<file path="src/rtl/uart_rx_fifo_if.sv">
// Valid/ready word stream leaving the UART receive FIFO.
interface uart_rx_fifo_if #(
    parameter int DATA_BITS = 8
);
    logic [DATA_BITS-1:0] out_data;
    logic                 out_valid;
    logic                 out_ready;

    modport master (output out_data, output out_valid, input out_ready);
    modport slave  (input out_data, input out_valid, output out_ready);
endinterface

</file>
<file path="src/rtl/uart_rx_fifo.sv">
// UART receiver (start, DATA_BITS LSB first, optional parity, stop) feeding a valid/ready FIFO.
// Define UART_RX_PARITY_EN to add the parity bit, PARITY_ODD and a live parity_err.
module uart_rx_fifo #(
    parameter int CLKS_PER_BIT = 100,
    parameter int DATA_BITS    = 8,
    parameter int FIFO_DEPTH   = 4,
    parameter int SYNC_STAGES  = 2
`ifdef UART_RX_PARITY_EN
    ,
    parameter bit PARITY_ODD   = 1'b0
`endif
) (
    input  logic                             clk,
    input  logic                             rst,
    input  logic                             rx,
    uart_rx_fifo_if.master                   out,
    output logic [$clog2(FIFO_DEPTH+1)-1:0]  fifo_count,
    output logic                             busy,
    output logic                             frame_err,
    output logic                             overrun,
    output logic                             parity_err
);
    localparam int CNTW = $clog2(CLKS_PER_BIT);
    localparam int BW   = $clog2(DATA_BITS);
    localparam int AW   = $clog2(FIFO_DEPTH);
    localparam int CW   = $clog2(FIFO_DEPTH+1);
    localparam logic [CNTW-1:0] MID      = CNTW'(CLKS_PER_BIT/2 - 1);
    localparam logic [CNTW-1:0] LAST     = CNTW'(CLKS_PER_BIT - 1);
    localparam logic [BW-1:0]   BIT_LAST = BW'(DATA_BITS - 1);
    localparam logic [CW-1:0]   FULL_CNT = CW'(FIFO_DEPTH);

    typedef enum logic [2:0] {IDLE, START, DATA, PARITY, STOP, BREAK} state_t;

    // rx synchroniser; idles high so reset cannot fake a start bit
    logic [SYNC_STAGES-1:0] sync_q, sync_d;
    logic                   rxs;

    always_comb begin
        sync_d = {sync_q[SYNC_STAGES-2:0], rx};
        rxs    = sync_q[SYNC_STAGES-1];
    end

    always_ff @(posedge clk) begin
        if (rst) sync_q <= '1;
        else     sync_q <= sync_d;
    end

    state_t                 state_q;
    logic [CNTW-1:0]        cnt_q;
    logic [BW-1:0]          bit_q;
    logic [DATA_BITS-1:0]   shift_q;
    logic                   busy_q, frame_err_q;
    logic                   mid_hit, bit_hit, par_bad, push;

`ifdef UART_RX_PARITY_EN
    logic par_fail_q, parity_err_q;
    assign par_bad    = par_fail_q;
    assign parity_err = parity_err_q;
`else
    assign par_bad    = 1'b0;
    assign parity_err = 1'b0;
`endif

    always_comb begin
        mid_hit = (cnt_q == MID);
        bit_hit = (cnt_q == LAST);
        push    = (state_q == STOP) && bit_hit && rxs && !par_bad;
    end

    // Frame ends at mid-stop so the next start edge can arrive half a bit early.
    always_ff @(posedge clk) begin
        if (rst) begin
            state_q     <= IDLE;
            cnt_q       <= '0;
            bit_q       <= '0;
            shift_q     <= '0;
            busy_q      <= 1'b0;
            frame_err_q <= 1'b0;
`ifdef UART_RX_PARITY_EN
            par_fail_q   <= 1'b0;
            parity_err_q <= 1'b0;
`endif
        end else begin
            frame_err_q <= 1'b0;
`ifdef UART_RX_PARITY_EN
            parity_err_q <= 1'b0;
`endif
            cnt_q <= cnt_q + 1'b1;
            case (state_q)
                IDLE: begin
                    cnt_q <= '0;
                    if (!rxs) begin
                        state_q <= START;
                        busy_q  <= 1'b1;
                    end
                end
                START: if (mid_hit) begin
                    cnt_q <= '0;
                    bit_q <= '0;
`ifdef UART_RX_PARITY_EN
                    par_fail_q <= 1'b0;
`endif
                    if (rxs) begin
                        state_q <= IDLE;
                        busy_q  <= 1'b0;
                    end else begin
                        state_q <= DATA;
                    end
                end
                DATA: if (bit_hit) begin
                    cnt_q   <= '0;
                    shift_q <= {rxs, shift_q[DATA_BITS-1:1]};
                    bit_q   <= bit_q + 1'b1;
                    if (bit_q == BIT_LAST) begin
`ifdef UART_RX_PARITY_EN
                        state_q <= PARITY;
`else
                        state_q <= STOP;
`endif
                    end
                end
`ifdef UART_RX_PARITY_EN
                PARITY: if (bit_hit) begin
                    cnt_q      <= '0;
                    par_fail_q <= ((^shift_q) ^ rxs) != PARITY_ODD;
                    state_q    <= STOP;
                end
`endif
                STOP: if (bit_hit) begin
                    cnt_q <= '0;
                    if (!rxs) begin
                        frame_err_q <= 1'b1;
                        state_q     <= BREAK;
                    end else begin
`ifdef UART_RX_PARITY_EN
                        parity_err_q <= par_fail_q;
`endif
                        state_q <= IDLE;
                        busy_q  <= 1'b0;
                    end
                end
                BREAK: begin
                    cnt_q <= '0;
                    if (rxs) begin
                        state_q <= IDLE;
                        busy_q  <= 1'b0;
                    end
                end
                default: begin
                    state_q <= IDLE;
                    busy_q  <= 1'b0;
                end
            endcase
        end
    end

    assign busy      = busy_q;
    assign frame_err = frame_err_q;

    // Output FIFO
    logic [DATA_BITS-1:0] mem_q [FIFO_DEPTH];
    logic [AW-1:0]        wr_q, wr_d, rd_q, rd_d;
    logic [CW-1:0]        count_q, count_d;
    logic                 overrun_q, overrun_d;
    logic                 full, pop, wr_en;

    always_comb begin
        full      = (count_q == FULL_CNT);
        pop       = (count_q != '0) && out.out_ready;
        // a full FIFO still accepts the word when the head leaves on the same edge
        wr_en     = push && (!full || pop);
        overrun_d = push && full && !pop;
        wr_d      = wr_en ? wr_q + 1'b1 : wr_q;
        rd_d      = pop   ? rd_q + 1'b1 : rd_q;
        case ({wr_en, pop})
            2'b10:   count_d = count_q + 1'b1;
            2'b01:   count_d = count_q - 1'b1;
            default: count_d = count_q;
        endcase
    end

    always_ff @(posedge clk) begin
        if (rst) begin
            wr_q      <= '0;
            rd_q      <= '0;
            count_q   <= '0;
            overrun_q <= 1'b0;
        end else begin
            wr_q      <= wr_d;
            rd_q      <= rd_d;
            count_q   <= count_d;
            overrun_q <= overrun_d;
            if (wr_en) mem_q[wr_q] <= shift_q;
        end
    end

    assign out.out_valid = (count_q != '0);
    assign out.out_data  = (count_q != '0) ? mem_q[rd_q] : '0;
    assign fifo_count    = count_q;
    assign overrun       = overrun_q;
endmodule

</file>
<file path="src/flat_wrapper.sv">
// flat-port wrapper written by rule: the top's interface ports become plain ports
module uart_rx_fifo_flat 
#(
    parameter int CLKS_PER_BIT = 100,
    parameter int DATA_BITS    = 8,
    parameter int FIFO_DEPTH   = 4,
    parameter int SYNC_STAGES  = 2

)
  (clk, rst, rx, fifo_count, busy, frame_err, overrun, parity_err, out_out_data, out_out_valid, out_out_ready);
  uart_rx_fifo_if #(.DATA_BITS(DATA_BITS)) out_i ();
  input  logic clk;
  input  logic rst;
  input  logic rx;
  output logic [$clog2(FIFO_DEPTH+1)-1:0] fifo_count;
  output logic busy;
  output logic frame_err;
  output logic overrun;
  output logic parity_err;
  output wire logic [$bits(out_i.out_data)-1:0] out_out_data;
  output wire logic [$bits(out_i.out_valid)-1:0] out_out_valid;
  input wire logic [$bits(out_i.out_ready)-1:0] out_out_ready;
  assign out_out_data = out_i.out_data;
  assign out_out_valid = out_i.out_valid;
  assign out_i.out_ready = out_out_ready;
  uart_rx_fifo #(.CLKS_PER_BIT(CLKS_PER_BIT), .DATA_BITS(DATA_BITS), .FIFO_DEPTH(FIFO_DEPTH), .SYNC_STAGES(SYNC_STAGES)) u_core (.clk(clk), .rst(rst), .rx(rx), .out(out_i), .fifo_count(fifo_count), .busy(busy), .frame_err(frame_err), .overrun(overrun), .parity_err(parity_err));
endmodule
</file>
<file path="config.mk">
export PLATFORM = sky130hd
export DESIGN_NAME = uart_rx_fifo_flat
export DESIGN_NICKNAME = d
export VERILOG_FILES = /design/src/rtl/uart_rx_fifo_if.sv /design/src/rtl/uart_rx_fifo.sv /design/src/flat_wrapper.sv
export SDC_FILE = /design/constraint.sdc
export NUM_CORES = 1
export LEC_CHECK = 0
export BUFFER_PORTS_ARGS = -buffer_cell sky130_fd_sc_hd__buf_2
export CAP_MARGIN = 25
export CORE_MARGIN = 3
export CORE_UTILIZATION = 30
export CTS_BUF_LIST = sky130_fd_sc_hd__clkbuf_16
export CTS_CLUSTER_SIZE = 25
export DETAILED_ROUTE_END_ITERATION = 12
export SYNTH_ARGS = -nofsm -noshare
export SYNTH_HDL_FRONTEND = slang
export SYNTH_SLANG_ARGS = --single-unit
</file>
<file path="constraint.sdc">
create_clock -name clk -period 3.32 [get_ports clk]
set_input_delay 0 -clock clk [delete_from_list [all_inputs] [get_ports clk]]
set_output_delay 0 -clock clk [all_outputs]
set_load 0.1 [all_outputs]
</file>
== After elaboration in Yosys (flattened, before gate mapping) ==
Memory sizes are Yosys's and may differ from the RTL's. A register that Yosys moved wholly into a read port is not among the register bits.
Index checks and enable logic that the tools add are counted.

* Memory bits (read-only): 0
* Memories kept: 1
* Bits in registers: 33
* Memory bits (writable): 32
* Input bits: 4
* Bits in latches: 0

{| class="wikitable"
|+ Memories
! memory !! depth !! bits a word !! read ports !! clocked after Yosys merged registers in !! write ports !! line !! RTL
|-
| u_core.mem_q || 4 || 8 || 1 || 1 || 1 || uart_rx_fifo.sv:161 || <nowiki>logic [DATA_BITS-1:0] mem_q [FIFO_DEPTH];</nowiki>
|}

* Reductions and logical operators: 20
* Bitwise logic cells: 3
* $lt $le $gt $ge: 0
* Equality and inequality tests: 16
* $mul: 0
* $add $sub $neg: 6
* Shift operators: 0
* Divide/modulo/power cells: 0
* Multiplexer cells: 28

{| class="wikitable"
|+ Operator list
! operator !! count
|-
| 3-bit two-way mux || 9
|-
| 7-bit case mux with 3 select lines || 1
|-
| 3-bit case mux with 5 select lines || 1
|-
| 7-bit two-way mux || 2
|-
| 3-bit equality test (second input constant) || 4
|-
| 3-bit case mux with 2 select lines || 2
|-
| 2-bit by 1-bit inequality test with 1-bit output (second input constant) || 5
|-
| 1-bit two-way mux || 8
|-
| 8-bit two-way mux || 1
|-
| 7-bit by 1-bit adder with 7-bit output (second input constant) || 1
|-
| 7-bit by 6-bit equality test with 1-bit output (second input constant) || 1
|-
| 7-bit equality test (second input constant) || 1
|-
| 3-bit by 1-bit adder with 3-bit output (second input constant) || 2
|-
| 1-bit logical AND || 6
|-
| 2-bit two-way mux || 3
|-
| 6-bit AND reduction || 1
|-
| 1-bit case mux with 5 select lines || 1
|-
| 2-bit by 1-bit adder with 2-bit output (second input constant) || 2
|-
| 4-bit AND reduction || 1
|-
| 2-bit nonzero test || 2
|-
| 2-bit OR reduction || 2
|-
| 3-bit by 1-bit equality test with 1-bit output (second input constant) || 1
|-
| 3-bit by 2-bit equality test with 1-bit output (second input constant) || 1
|-
| 3-bit zero test || 1
|-
| 11 further kinds || 14
|}

== Longest topological paths before layout ==
Gate-level depths: netlist (run 1).

* Word-level depth: 7
* Mapped depth: 11
* Gate-level depth less buffers: 10

== Least setup slack after synthesis (run 1) ==
OpenSTA, ideal clock, no wires.

* Kind: reg-to-output
* From: register u_core.count_q[1] (netlist: u_core.fifo_count[1])
* To: output port out_out_data[0]
* Setup slack: 0.260 ns
* Path buffers: 1
* Cell stages (with the launch flop): 4
* Arrival time: 3.060 ns
* Cell sequence: dfxtp_1 -> or3_1 -> clkbuf_1 -> and2_1

* Longest elaborated chain between the ends: 2

{| class="wikitable"
|+ RTL lines
! element !! line !! RTL
|-
| from (decl) || uart_rx_fifo.sv:163 || <nowiki>logic [CW-1:0] count_q, count_d;</nowiki>
|-
| from (signal assigned) || uart_rx_fifo.sv:191 || <nowiki>count_q <= count_d;</nowiki>
|-
| 3-bit nonzero test || -- ||
|-
| named net out_out_valid || flat_wrapper.sv:21 || <nowiki>output wire logic [$bits(out_i.out_valid)-1:0] out_out_valid;</nowiki>
|-
| 8-bit two-way mux || uart_rx_fifo.sv:198 || <nowiki>assign out.out_data = (count_q != '0) ? mem_q[rd_q] : '0;</nowiki>
|-
| to (decl) || flat_wrapper.sv:20 || <nowiki>output wire logic [$bits(out_i.out_data)-1:0] out_out_data;</nowiki>
|}

The timed path passes the listed nets, and every way through them passes these cells.

== Final worst setup path (run 1) ==
* From: register u_core.cnt_q[0]
* To: memory u_core.mem_q[1][1] (enable)

* Longest elaborated chain between the ends: 7

{| class="wikitable"
|+ RTL lines
! element !! line !! RTL
|-
| from (decl) || uart_rx_fifo.sv:49 || <nowiki>logic [CNTW-1:0] cnt_q;</nowiki>
|-
| from (signal assigned) || uart_rx_fifo.sv:88 || <nowiki>cnt_q <= cnt_q + 1'b1;</nowiki>
|-
| 7-bit equality test || uart_rx_fifo.sv:66 || <nowiki>bit_hit = (cnt_q == LAST);</nowiki>
|-
| 1-bit logical AND (2 in series) || uart_rx_fifo.sv:67 || <nowiki>push = (state_q == STOP) && bit_hit && rxs && !par_bad;</nowiki>
|-
| 1-bit logical AND || uart_rx_fifo.sv:171 || <nowiki>wr_en = push && (!full || pop);</nowiki>
|-
| 1-bit two-way mux || uart_rx_fifo.sv:193 || <nowiki>if (wr_en) mem_q[wr_q] <= shift_q;</nowiki>
|-
| 1-bit two-way mux || uart_rx_fifo.sv:183 || <nowiki>if (rst) begin</nowiki>
|-
| 1-bit two-way mux (not written as such) || uart_rx_fifo.sv:193 ||
|-
| to (decl) || uart_rx_fifo.sv:161 ||
|}

Every way passes these cells.

==> qor.yml, run 1 <==
setup_path:
  crit_start: "u_core.cnt_q[0]"
  critical-path-top-delay-family: "simple AND/OR/NAND/NOR gates"
  crit_buf_inv: 0
  cp_cell_sequence: "ha_1 > and4b_1 > nand3_1 > nor3_1 > and2_1"
  reg2reg_from: "u_core.cnt_q[0]"
  crit_path_start_kind: "flop"
  slowest_stage: "and2_1"
  critPathArrivalTime_ns: 2.30
  endpoint_kind: "flop"
  critPathRequiredTime_ns: 3.30
  cpPeakStageDelay_ns: 0.44
  criticalPathCategory: "reg -> reg"
  critPathMaxFanout: 8
flow_run:
  maxCapViolCount: 0
final_layout:
  drive_gt1_frac: 0.2280
  mostFrequentLayoutCell: "dfxtp_1"
  n_antenna_cell: 0
  layout.cells.non_filler: 379
  nets: 258
  fin_area_sq_um: 3413
  syn_to_final_growth_pct: 16.13
  utilization: 0.3642
  num-fill-cells: 904
  mostFrequentLayoutCells: "dfxtp_1 (35), edfxtp_1 (32), nor2_1 (27), buf_2 (18), and2_1 (14)"
logic_synthesis:
  ys_seq_area_frac: 0.5653
  ys_warn_count: 0
  synth_edf_count: 32
  synth_top_area_share: 0.3269
  synth-seq-cells: 67
  async_flop_share: 0
  ys_types: 49
  synthFlopType: "dfxtp_1"
  netlist_instances: 230
  synth_largest_area_cell: "edfxtp_1"
  syn_area_per_cell_sq_um: 12.78
  synth_area_sq_um: 2939
  synth_nets: 243
  synth.area.top_cells: "edfxtp_1 (33%), dfxtp_1 (24%), mux4_2 (6.1%), nor2_1 (3.4%), ha_1 (3.4%)"
sta:
  hold_viol: 0
  period_needed_ns: 2.319
  max_freq_mhz: 431.2
  finalClockSkew_ns: 0.003175
  post-route-period-util: 0.6985
  relSlewSlack: 0.6170
  tightest_slew_ns: 0.5723
  slew_violations: 0
  worst_hold_slack_ns: 0.02904
  setup_viol: 0
  finalWorstSetupSlack_ns: 1.001
  rsz0062_at_grt: "false"
  fin_tns_setup_ns: 0
power:
  p_per_area_nw_per_um2: 726.3
  vdd.ir_drop.worst_v: 0.0003195
  p_leak_nw: 1.255
  total_power_mw: 2.479
placed_design:
  port_buffers: 18
  place_hpwl_um: 3440
  placed_area_sq_um: 3103
  place_congestion: 0.7760
  dp.cells: 362
  post-place-ws_ns: 0.9846
detailed_routing:
  post_drt_via_cell_ratio: 4.441
  via_count: 1683
  wl_per_cell_um: 12.87
  drtPass1Iterations: 4
  drc_errors: 0
  drtAntennaViolNets: 0
  first_iter_violations: 65
  routed_wl_um: 4878
grt:
  grt_pass1_vias: 1671
  grt_start_max_net_pins: 33
  antenna_found_initial: 0
  grt_pass1_wl_um: 8245
  track_usage: 0.09468
  overflow: 0
clock_tree:
  clock_latency_ns: 0.32
  cts-htree-levels: 3
  clockBufferDepth: 2
  cts.clk_slew.worst_paths_ns: 0.06
  cts-resized-gates: 0
  numCtsBuffers: 9
  cts.sinks: 67
  cts_tree: "yes"
  cts_setup_buffers: 0
  cts-root-buf: "clkbuf_16"
worst_hold_path:
  hold_class: "in -> reg"
  hp-start: "out_out_ready"
floorplan:
  dieArea_sq_um: 11020
  core_area_sq_um: 9371
  fp-row-count: 35
  die_y_um: 105.0
  start_util: 0.3136
  io_pins: 20
  die_w_um: 105.0
run_status:
  status: "completed"
[metal layers]
metal / routed length [um] / track usage / up-vias
li1: - / - / 857
met1: 2453 / 0.1267 / 791
met2: 2139 / 0.1361 / 33
met3: 268 / 0.04077 / 2
met4: 17 / 0.03374 / 0
met5: 0 / 0 / -
[power by group]
group | internal, mW | switching [mW]
Combinational | 0.147 | 0.467
Sequential | 0.885 | 0.0496
Clock | 0.584 | 0.347
Total | 1.62 | 0.864
[registers in the layout (all words and copies together) (netlist names), named ones only]
signal and flops:
u_core.mem_q 32, u_core.state_q 3, u_core.sync_q 2, u_core.bit_q 3, u_core.busy 1, u_core.frame_err 1, u_core.wr_q 2, u_core.overrun 1
u_core.rd_q 2, u_core.shift_q 8, u_core.cnt_q 7, u_core.fifo_count 3
[final cells by class]
class | count | area (sq um) | share of cell area
clock buffer | 9 | 225.2 | 0.06598
clock inverter | 7 | 75.07 | 0.02199
inverter | 5 | 18.77 | 0.005499
multi-input combinational | 143 | 1171 | 0.3431
sequential | 67 | 1662 | 0.4868
tap | 129 | 161.4 | 0.04729
timing repair buffer | 19 | 100.1 | 0.02933
[what timing repair did]
action / in CTS / in global routing
hold buffers: 1 / 0
setup endpoints to repair: 0 / 0
endpoints found under the hold margin: 1 / 0
[tightest hold or removal path, cell delays in order]
cell	delay, ns
buf_2	0.11
nor4b_2	0.06
nor3b_1	0.13
[synth_stat cells (7+ instances only)]
library cell / count
nor2_1: 27
dfxtp_1: 35
a21oi_1: 7
mux4_2: 8
and2_1: 14
edfxtp_1: 32
ha_1: 8
mux2i_1: 10
[cells by family (layout without fill, tap and decap cells)]
family                     after synthesis  in the layout  share of synthesized area
buffers and inverters                   20             40                    0.03618
adders and majority gates                9              9                    0.04087
muxes                                   22             22                     0.1115
xor gates and xnor gates                10             10                    0.02980
AOI/OAI and AO/OA                       19             19                    0.05067
DFF                                     67             67                     0.5653
other                                    1              1                   0.001276
and+or+nand+nor                         82             82                     0.1643
[worst paths after layout]
check | to | slack [ns] | cells after the start
worst max-delay path | u_core.mem_q[1][1] | 1.00 | 5
worst min-delay path | u_core.overrun | 0.03 | 3
worst max register to register | u_core.mem_q[1][1] | 1.00 | 5
worst min register to register | u_core.sync_q[1] | 0.41 | 1
(Power assumes the default switching activity.)
==> run 2, diff against run 1 <==
- clock period: 3.32 -> 2.2 ns (I/O delays scaled with it)
==> qor.yml, run 2 (synthesis gave the netlist of run 1 again) <==
final_layout:
  top_regs: "u_core.mem_q x32, u_core.shift_q x8, u_core.cnt_q x7"
  drive_gt1_frac: 0.3144  # +0.08639
  num-fill-cells: 921  # +1.9%
  top_register: "u_core.mem_q"
  nets: 272  # +5.4%
  n_antenna_cell: 0  # unchanged
  multi_input_comb_area_sq_um: 1186  # +1.3%
  syn_to_final_growth_pct: 21.41
  mostFrequentLayoutCells: "dfxtp_1 (32), edfxtp_1 (32), nor2_1 (27), buf_2 (18), buf_4 (12)"
  largest_register_ffs: 32  # unchanged
  regArea_sq_um: 1665  # +0.23%
setup_path:
  reg2reg_from: "u_core.cnt_q[0]"
  endpoint_kind: "flop"
  critPathRequiredTime_ns: 2.41  # -0.89 ns
  reg2reg_depth: 7  # +2
  cp_cell_sequence: "ha_1 > and4b_1 > buf_4 > and2_4 > nand3_2 > a311oi_4 > mux2_1"
  cpPeakStageDelay_ns: 0.37  # -0.07 ns
  criticalPathCategory: "reg -> reg"
  crit_start: "u_core.cnt_q[0]"
  critPathMaxFanout: 4  # -4
  crit_path_start_kind: "flop"
  critical-path-top-delay-family: "simple AND/OR/NAND/NOR gates"
  cp_num_cells: 7  # +2
  crit_buf_inv: 1  # +1
  critPathArrivalTime_ns: 2.28  # -0.02 ns
  slowest_stage: "dfxtp_1"
detailed_routing:
  drtPass1Iterations: 4  # unchanged
  routed_wl_um: 5031  # +3.1%
  via_count: 1762  # +4.7%
  drtAntennaViolNets: 0  # unchanged
  first_iter_violations: 42  # -35%
  drc_errors: 0  # unchanged
  post_drt_via_cell_ratio: 4.483  # +0.96%
  routed-wl-met2_um: 2309  # +7.9%
  m1WireLength_um: 2306  # -6.0%
  wl_per_cell_um: 12.80  # -0.54%
  routed-wl-met3_um: 366  # +37%
  dr.max_layer_used: "met4"
clock_tree:
  cts.clk_slew.worst_paths_ns: 0.06  # about the same
  cts-htree-levels: 3  # unchanged
  numCtsBuffers: 9  # unchanged
  cts.sinks: 67  # unchanged
  clockBufferDepth: 2  # unchanged
  clock_latency_ns: 0.33  # about the same
  cts_setup_buffers: 0  # unchanged
  cts-root-buf: "clkbuf_16"
  cts_tree: "yes"
sta:
  worst_hold_slack_ns: 0.03283  # +0.003787 ns
  slew_violations: 0  # unchanged
  fin_tns_setup_ns: 0  # unchanged
  period_needed_ns: 2.071  # -0.2478 ns
  post-route-period-util: 0.9415  # +0.2430
  max_freq_mhz: 482.8  # +12%
  finalClockSkew_ns: 0.006220  # +0.003045 ns
  rsz0062_at_grt: "false"
  hold_viol: 0  # unchanged
  finalWorstSetupSlack_ns: 0.1288  # -0.8722 ns
  setup_viol: 0  # unchanged
grt:
  antenna_found_initial: 0  # unchanged
  grt_pass1_vias: 1683  # +0.72%
  grt_pass1_wl_um: 8473  # +2.8%
  overflow: 0  # unchanged
  track_usage: 0.09841  # +0.003731
  grt_start_max_net_pins: 32  # -3.0%
floorplan:
  dieArea_sq_um: 11020  # unchanged
  io_pins: 20  # unchanged
  fp-row-count: 35  # unchanged
  die_y_um: 105.0  # unchanged
  core_area_sq_um: 9371  # unchanged
  die_w_um: 105.0  # unchanged
  start_util: 0.3136  # unchanged
run_status:
  status: "completed"
power:
  vdd.ir_drop.worst_v: 0.0005494  # +72%
  p_leak_nw: 1.349  # +7.5%
  p_per_area_nw_per_um2: 1082  # +49%
worst_hold_path:
  hp-start: "out_out_ready"
  hold_class: "in -> reg"
  hold_depth: 3  # unchanged
placed_design:
  port_buffers: 18  # unchanged
  place_congestion: 0.7251  # -6.6%
  place_hpwl_um: 3398  # -1.2%
  post-place-ws_ns: 0.1508  # -0.8338 ns
flow_run:
  maxCapViolCount: 0  # unchanged
run 2: stage by stage:
step | util | instances | area (sq um) | total power, mW
2_1_floorplan | - | 230 | 2954 | 2.262
6_report | 0.3808 | 393 | 3568 | 3.862
5_1_grt | 0.3808 | 393 | 3568 | 4.022
3_5_place_dp | 0.3465 | 376 | 3247 | 2.431
3_3_place_gp | 0.3465 | 376 | 3247 | 2.431
4_1_cts | 0.3802 | 393 | 3563 | 3.908
run 2: worst register-to-register path, stage by stage, from the launching register on:
cell and delay [ns]:
dfxtp_1 0.37, ha_1 0.18, and4b_1 0.28, buf_4 0.15, and2_4 0.17, nand3_2 0.10, a311oi_4 0.35, mux2_1 0.36
run 2: repair_timing:
action	4_1_cts	5_1_grt
hold buffers	1	0
resized for setup	0	1
setup endpoints to repair	0	1
hold endpoints to repair	1	0
run 2: cell type report:
class	instances	share of cell area
Clock buffer	9	0.06311
Clock inverter	7	0.02279
Inverter	5	0.005259
Multi-Input combinational cell	143	0.3324
Sequential cell	67	0.4667
Tap cell	129	0.04523
Timing Repair Buffer	33	0.06452
run 2: routing by layer:
| layer | GRT usage | vias to the layer above |
|---|---|---|
| li1 | - | 882 |
| met1 | 0.1328 | 829 |
| met5 | 0 | - |
| met3 | 0.03830 | 5 |
| met2 | 0.1407 | 46 |
| met4 | 0.04030 | 0 |
run 2: worst paths after layout:
| kind | endpoint | slack (ns) |
|---|---|---|
| worst max-delay path | u_core.state_q[2] | 0.13 |
| worst min-delay path | u_core.overrun | 0.03 |
| worst max register to register | u_core.state_q[2] | 0.13 |
| worst min register to register | u_core.sync_q[1] | 0.42 |
run 2: power by group:
| part | switching (mW) | leakage, nW | internal [mW] |
|---|---|---|---|
| logic | 0.760 | 0.621 | 0.269 |
| registers | 0.0380 | 0.581 | 1.34 |
| clock network | 0.565 | 0.147 | 0.894 |
